[config.mk]
export PLATFORM = sky130hd
export DESIGN_NAME = icg_enable_ctrl
export DESIGN_NICKNAME = d
export VERILOG_FILES = /design/src/rtl/icg_enable_ctrl.sv
export SDC_FILE = /design/constraint.sdc
export NUM_CORES = 1
export LEC_CHECK = 0
export CAP_MARGIN = 25
export CORE_AREA = 10 10 47 49
export DETAILED_ROUTE_END_ITERATION = 8
export DIE_AREA = 0 0 57 59
export SLEW_MARGIN = 20
export SYNTH_ARGS = -nofsm -noshare
export SYNTH_HDL_FRONTEND = slang
export SYNTH_SLANG_ARGS = --single-unit
[constraint.sdc]
create_clock -name CLK -period 2 [get_ports CLK]
set_clock_uncertainty 0.15 [all_clocks]
set_input_delay 0.4 -clock CLK [delete_from_list [all_inputs] [get_ports CLK]]
set_output_delay 0.4 -clock CLK [all_outputs]
set_load 0.1 [all_outputs]
[src/rtl/icg_enable_ctrl.sv]
// icg_enable_ctrl: functional enable generator for a latch-based clock gate.
// Wake handshake, idle hysteresis and scan-enable pass-through.
module icg_enable_ctrl #(
  parameter int IDLE_CYCLES = 8,
  parameter int WAKE_CYCLES = 2,
  parameter int CNT_W       = 4
) (
  input  logic             CLK,
  input  logic             RST,
  input  logic             REQ,
  input  logic             HOLD,
  input  logic             SE,
  output logic             E,
  output logic             TE,
  output logic             ACK,
  output logic             GATED,
  output logic [CNT_W-1:0] CNT
);

  localparam int CNT_MAX = (1 << CNT_W) - 1;

  localparam logic [CNT_W-1:0] WAKE_LAST =
    CNT_W'(WAKE_CYCLES - 1);
  localparam logic [CNT_W-1:0] IDLE_LAST =
    CNT_W'(IDLE_CYCLES - 1);
  localparam logic [CNT_W-1:0] CNT_ZERO = '0;
  localparam logic [CNT_W-1:0] CNT_ONE =
    CNT_W'(1);

  if (CNT_W < 1) begin : g_bad_w
    $error("icg_enable_ctrl: CNT_W must be >= 1");
  end
  if (IDLE_CYCLES < 1 || IDLE_CYCLES > CNT_MAX)
  begin : g_bad_idle
    $error("icg_enable_ctrl: IDLE_CYCLES out of range");
  end
  if (WAKE_CYCLES < 1 || WAKE_CYCLES > CNT_MAX)
  begin : g_bad_wake
    $error("icg_enable_ctrl: WAKE_CYCLES out of range");
  end

  typedef enum logic [1:0] {
    S_OFF,
    S_WAKE,
    S_ON,
    S_DRAIN
  } state_t;

  state_t           state;
  state_t           state_nx;
  logic [CNT_W-1:0] cnt_nx;
  logic             act;

  // Scan path bypasses the FSM so test clocks never wait on state.
  assign TE  = SE;
  assign act = REQ | HOLD;

  // Next-state and shared counter; a wake always completes.
  always_comb begin
    state_nx = state;
    cnt_nx   = CNT;
    unique case (state)
      S_OFF: begin
        if (act) begin
          state_nx = S_WAKE;
          cnt_nx   = CNT_ZERO;
        end
      end
      S_WAKE: begin
        if (CNT == WAKE_LAST) begin
          state_nx = S_ON;
          cnt_nx   = CNT_ZERO;
        end else begin
          cnt_nx = CNT + CNT_ONE;
        end
      end
      S_ON: begin
        if (!act) begin
          state_nx = S_DRAIN;
          cnt_nx   = CNT_ZERO;
        end
      end
      S_DRAIN: begin
        if (act) begin
          state_nx = S_ON;
          cnt_nx   = CNT_ZERO;
        end else if (CNT == IDLE_LAST) begin
          state_nx = S_OFF;
          cnt_nx   = CNT_ZERO;
        end else begin
          cnt_nx = CNT + CNT_ONE;
        end
      end
      default: begin
        state_nx = S_OFF;
        cnt_nx   = CNT_ZERO;
      end
    endcase
  end

  // Outputs decoded from next state so E changes only at CLK rise.
  always_ff @(posedge CLK or posedge RST) begin
    if (RST) begin
      state <= S_OFF;
      CNT   <= '0;
      E     <= 1'b0;
      ACK   <= 1'b0;
      GATED <= 1'b1;
    end else begin
      state <= state_nx;
      CNT   <= cnt_nx;
      E     <= (state_nx != S_OFF);
      ACK   <= (state_nx == S_ON);
      GATED <= (state_nx == S_OFF);
    end
  end

endmodule

# Word level (Yosys, flattened, before mapping)
# Index checks and enable logic that the tools add are counted.
# totals
register_bits	9
input_bits	5
output_inout_bits	8
word_cells	31
# op_classes
n_addsub	1
eq_ne	8
muxes	12
n_bitwise	1
reduce_logical	4
# op_table
cell	count
4-bit 2-to-1 mux	5
4-bit case mux with 4 select lines	1
2-bit 2-to-1 mux	5
2-bit case mux with 4 select lines	1
2-bit equality test (second input constant)	3
4-bit by 1-bit adder with 4-bit output (second input constant)	1
4-bit by 1-bit equality test with 1-bit output (second input constant)	1
4-bit by 3-bit equality test with 1-bit output (second input constant)	1
2-bit zero test	2
2-bit inequality test (second input constant)	2
2-bit by 1-bit equality test with 1-bit output (second input constant)	1
2-bit AND reduction	1
2-bit nonzero test	1
1-bit OR	1

# Longest topological paths before layout
# logic_depth
ltp_word	5
ltp_mapped	6
depth_no_buf	6

# Worst setup path before layout
# Ideal clock, no wire load.
# synth_timing
path_kind	register to register
startpoint	register CNT[0]
endpoint	register CNT[2]
setup_time_ns	0.093
arrival_time_ns	1.999
required_ns	1.757
setup_slack_ns	-0.242
stages_incl_launch_ff	6
path_buffers	0
synth_period_minus_slack_ns	2.242
path_cell_list	dfrtp_1 -> ha_1 -> or4b_1 -> o211ai_1 -> o311ai_1 -> o21ai_0
# synth_via
elab_chain_cells	4
word_cells_on_any_way	7
cone_classes	1 x add/sub; 2 x eq/ne; 4 x mux
# synth_rtl
item	line_no	rtl
start, declared	17	output logic [CNT_W-1:0] CNT
start signal, assigned	111	CNT <= cnt_nx;
4-bit by 1-bit adder with 4-bit output or 4-bit by 3-bit equality test with 1-bit output (tied branches)	74, 91, 87	
4-bit 2-to-1 mux	87	end else if (CNT == IDLE_LAST) begin
4-bit 2-to-1 mux	84	if (act) begin
4-bit case mux with 4 select lines *	62	unique case (state)
# Every way passes the cells marked *; elsewhere a longest branch is shown, timed or not.
# A chain may end at the register's enable or synchronous reset.

# Final worst setup path
# Same ends and word-level chain as after synthesis.

==> impl_results.md <==
* Width of the chip at 57 um
* Number of input and output port buffers inserted at 10
* Commonest non-fill, non-tap cell in the layout: buf_12
* Number of different library cells in the post-synthesis netlist at 26
* Diode insertion count for antenna repair at 0
* Root Buffer Master: clkbuf_4
* Average size of a mapped cell at 9.31 um2
* Synthesized netlist net count at 61
* Count of clock tree sinks at 9
* Pins Over Slew Limit at 0
* FMAX at 561 MHz
* Std cell rows at 14
* Final count of hold timing violations at 0
* Yosys warning total at 0
* Instance count of the mapped netlist at 54
* Worst slew slack as a fraction of its limit at 75.3%
* Wire length after detailed routing at 1120 um
* Post-route antenna net violation count at 0
* Multi-input logic area at 248 um2
* Critical-path maximum fanout at 6
* Cell area after synthesis at ~500 um2
* Average vias per placed instance at 5.38
* TritonCTS buffer count at 3
* Clock tree from TritonCTS: yes
* Cell types occupying the most area after synthesis: dfrtp_1 40%, dfstp_2 5.2%, ha_1 5.0%, nand3_1 5.0%, o21ai_0 5.0%
* Max-capacitance violation count at 0
* Final nets at 73
* Element type at the critical path end: flop
* Leak pwr at 0.284 nW
* Pin count of the biggest net entering global routing at 15
* P&R area growth vs syn at 40.0%
* Number of antenna violations at the first check in global routing at 0
* Yosys top cell by area: dfrtp_1
* Proportion of synthesized chip area in sequential cells at roughly 45%
* Layout cells sized above 1 at between 20% and 30%
* Initial DRC count at 5
* Average wire per cell in the routed design at 13.9 um
* Peak supply drop at about 650 uV
* Deepest clock path buffer count at 2
* RD Place Congestion at 0.835
* Required @ worst endpoint at 2.04 ns
* H-tree levels at 1
* Transition at the pin with the smallest max-transition slack at 0.370 ns
* IO Pins at 13
* Run status: finished clean
* Vertical extent of the die at between 50 and 60 um
* Layout fillers at 133
* Cell Count, Final, Fillers Out at 81
* Number of DRC violations after detailed routing at 0
* RSZ-0062 raised after global routing: false
* Buffers inserted by post-CTS timing repair at 0
* Critical path launch point type: flop
* Cts-stage hold buffer count at 0
* Final clock period utilization by the worst path at slightly below 90%
* Path type of the worst min-delay path: primary input to asynchronous set/reset pin
* Total Negative Setup Slacks at 0 ns
* Total grt overflow at 0
* Overall track demand over capacity in global routing at 7.81%
* Number of detailed-route iterations in the first pass at 4
* Overall power consumption at about 800 uW
* First-pass GRT wire length at 2060 um
* Area of placed instances at 678 um2
* Initial Utilization at 35.9%
* Leading cell types in the layout, fill and taps excluded: 7 x buf_12, 6 x dfrtp_1, 6 x nand2_1
* Crit Path Category: flop to flop
* Clock slew at reported path FFs at around 0.060 ns
* Time the final worst path needs with I/O delays and setup at 1.78 ns
* Final standard cell utilization of the core at 50.3%
* Power per Cell Area at 1130 nW/um2
* Final HPWL DP at 886 um
* Floorplan Core Area at roughly 1400 um2
* Die area at about 3400 um2
* Worst endpoint data arrival time at 1.82 ns
* Clk Latency, worst-skew pair at 0.26 ns
* Number of vias in the routed layout at 436
* Post-CTS sizing at 0
* Setup violators final at 0
* Final design area excluding fillers at 704 um2
* Share of Yosys cell area claimed by the top area cell type at 39.8%
* Flip-flop and latch count after synthesis at 9
* Number of global-route vias before repair at between 400 and 500
* Number of placed instances with taps included at 77
* Area of all sequential standard cells at 229 um2
==> through the flow <==
| step | hold slack [ns] | setup slack, ns |
|---|---|---|
| 2_1_floorplan | 0.0771 | 0.0148 |
| 3_3_place_gp | 0.397 | 0.0546 |
| 3_5_place_dp | 0.403 | 0.0181 |
| 4_1_cts | 0.258 | 0.209 |
| 5_1_grt | 0.273 | 0.0956 |
| 6_report | 0.247 | 0.216 |
==> final timing paths <==
path | endpoint | cells past startpoint | startpoint | slack [ns]
max | CNT[2]$_DFFE_PP0P_ | 5 | CNT[0]$_DFFE_PP0P_ | 0.22
min | E$_DFF_PP0_ | 2 | RST | 0.25
max reg2reg | CNT[2]$_DFFE_PP0P_ | 5 | CNT[0]$_DFFE_PP0P_ | 0.22
min reg2reg | CNT[0]$_DFFE_PP0P_ | 1 | CNT[0]$_DFFE_PP0P_ | 0.41
max in group asynchronous | GATED$_DFF_PP1_ | 2 | RST | 1.15
min in group CLK | CNT[0]$_DFFE_PP0P_ | 1 | CNT[0]$_DFFE_PP0P_ | 0.41
==> final cells by class <==
cell class | count | area share, %
multi-input cells | 39 | 35.2
inverters | 3 | 1.60
clock buffers | 4 | 3.73
repair buffers | 10 | 24.2
well taps | 16 | 2.84
flip-flops and latches | 9 | 32.5
==> cells in the mapped netlist <==
master and instances:
a31oi_1 1, dfrtp_1 8, or3_1 1, o22a_1 1, and3b_1 1, nor3_1 1, or4b_1 1, nor3b_1 1
o31ai_1 1, o21ai_0 5, or3b_1 1, o311ai_1 1, inv_1 3, o21ai_1 3, nand3_1 5, a21oi_1 1
ha_1 2, dfstp_2 1, buf_2 2, nor3b_2 1, nor2_1 2, nand2_1 6, o211ai_1 1, and2_1 2
o22ai_2 1, buf_4 1
==> report_power, final <==
part / total [mW] / switching, mW / internal, mW
registers: 0.293 / 0.0741 / 0.219
clock network: 0.143 / 0.0662 / 0.0771
logic: 0.360 / 0.221 / 0.139
total: 0.796 / 0.361 / 0.435
==> state kept, by name, indices dropped and copies added, names as in the netlist <==
| name | count |
|---|---|
| ACK | 1 |
| CNT | 4 |
| E | 1 |
| GATED | 1 |
| state | 2 |
==> layer usage <==
| metal | global-route usage (%) | up-vias | part of all wire [%] |
|---|---|---|---|
| li1 | - | 216 | - |
| met1 | 8.28 | 206 | 40 |
| met2 | 12.9 | 9 | 51 |
| met3 | 2.79 | 5 | 6.1 |
| met4 | 5.03 | 0 | 2.7 |
| met5 | 0 | - | 0 |
==> critical path: stages, from the launching register on <==
cell and delay [ns]:
dfrtp_2 0.46, ha_1 0.26, or4b_1 0.52, o211ai_1 0.11, o311ai_1 0.12, o21ai_0 0.09
==> cell families after synthesis <==
group           Yosys count  synth area share (%)
compound gates           15                  19.2
fa+ha+maj                 2                  4.97
buf+inv                   6                  5.72
flops                     9                  45.0
simple gates             22                  25.1
Note: power is estimated with default switching activity, not from simulation.
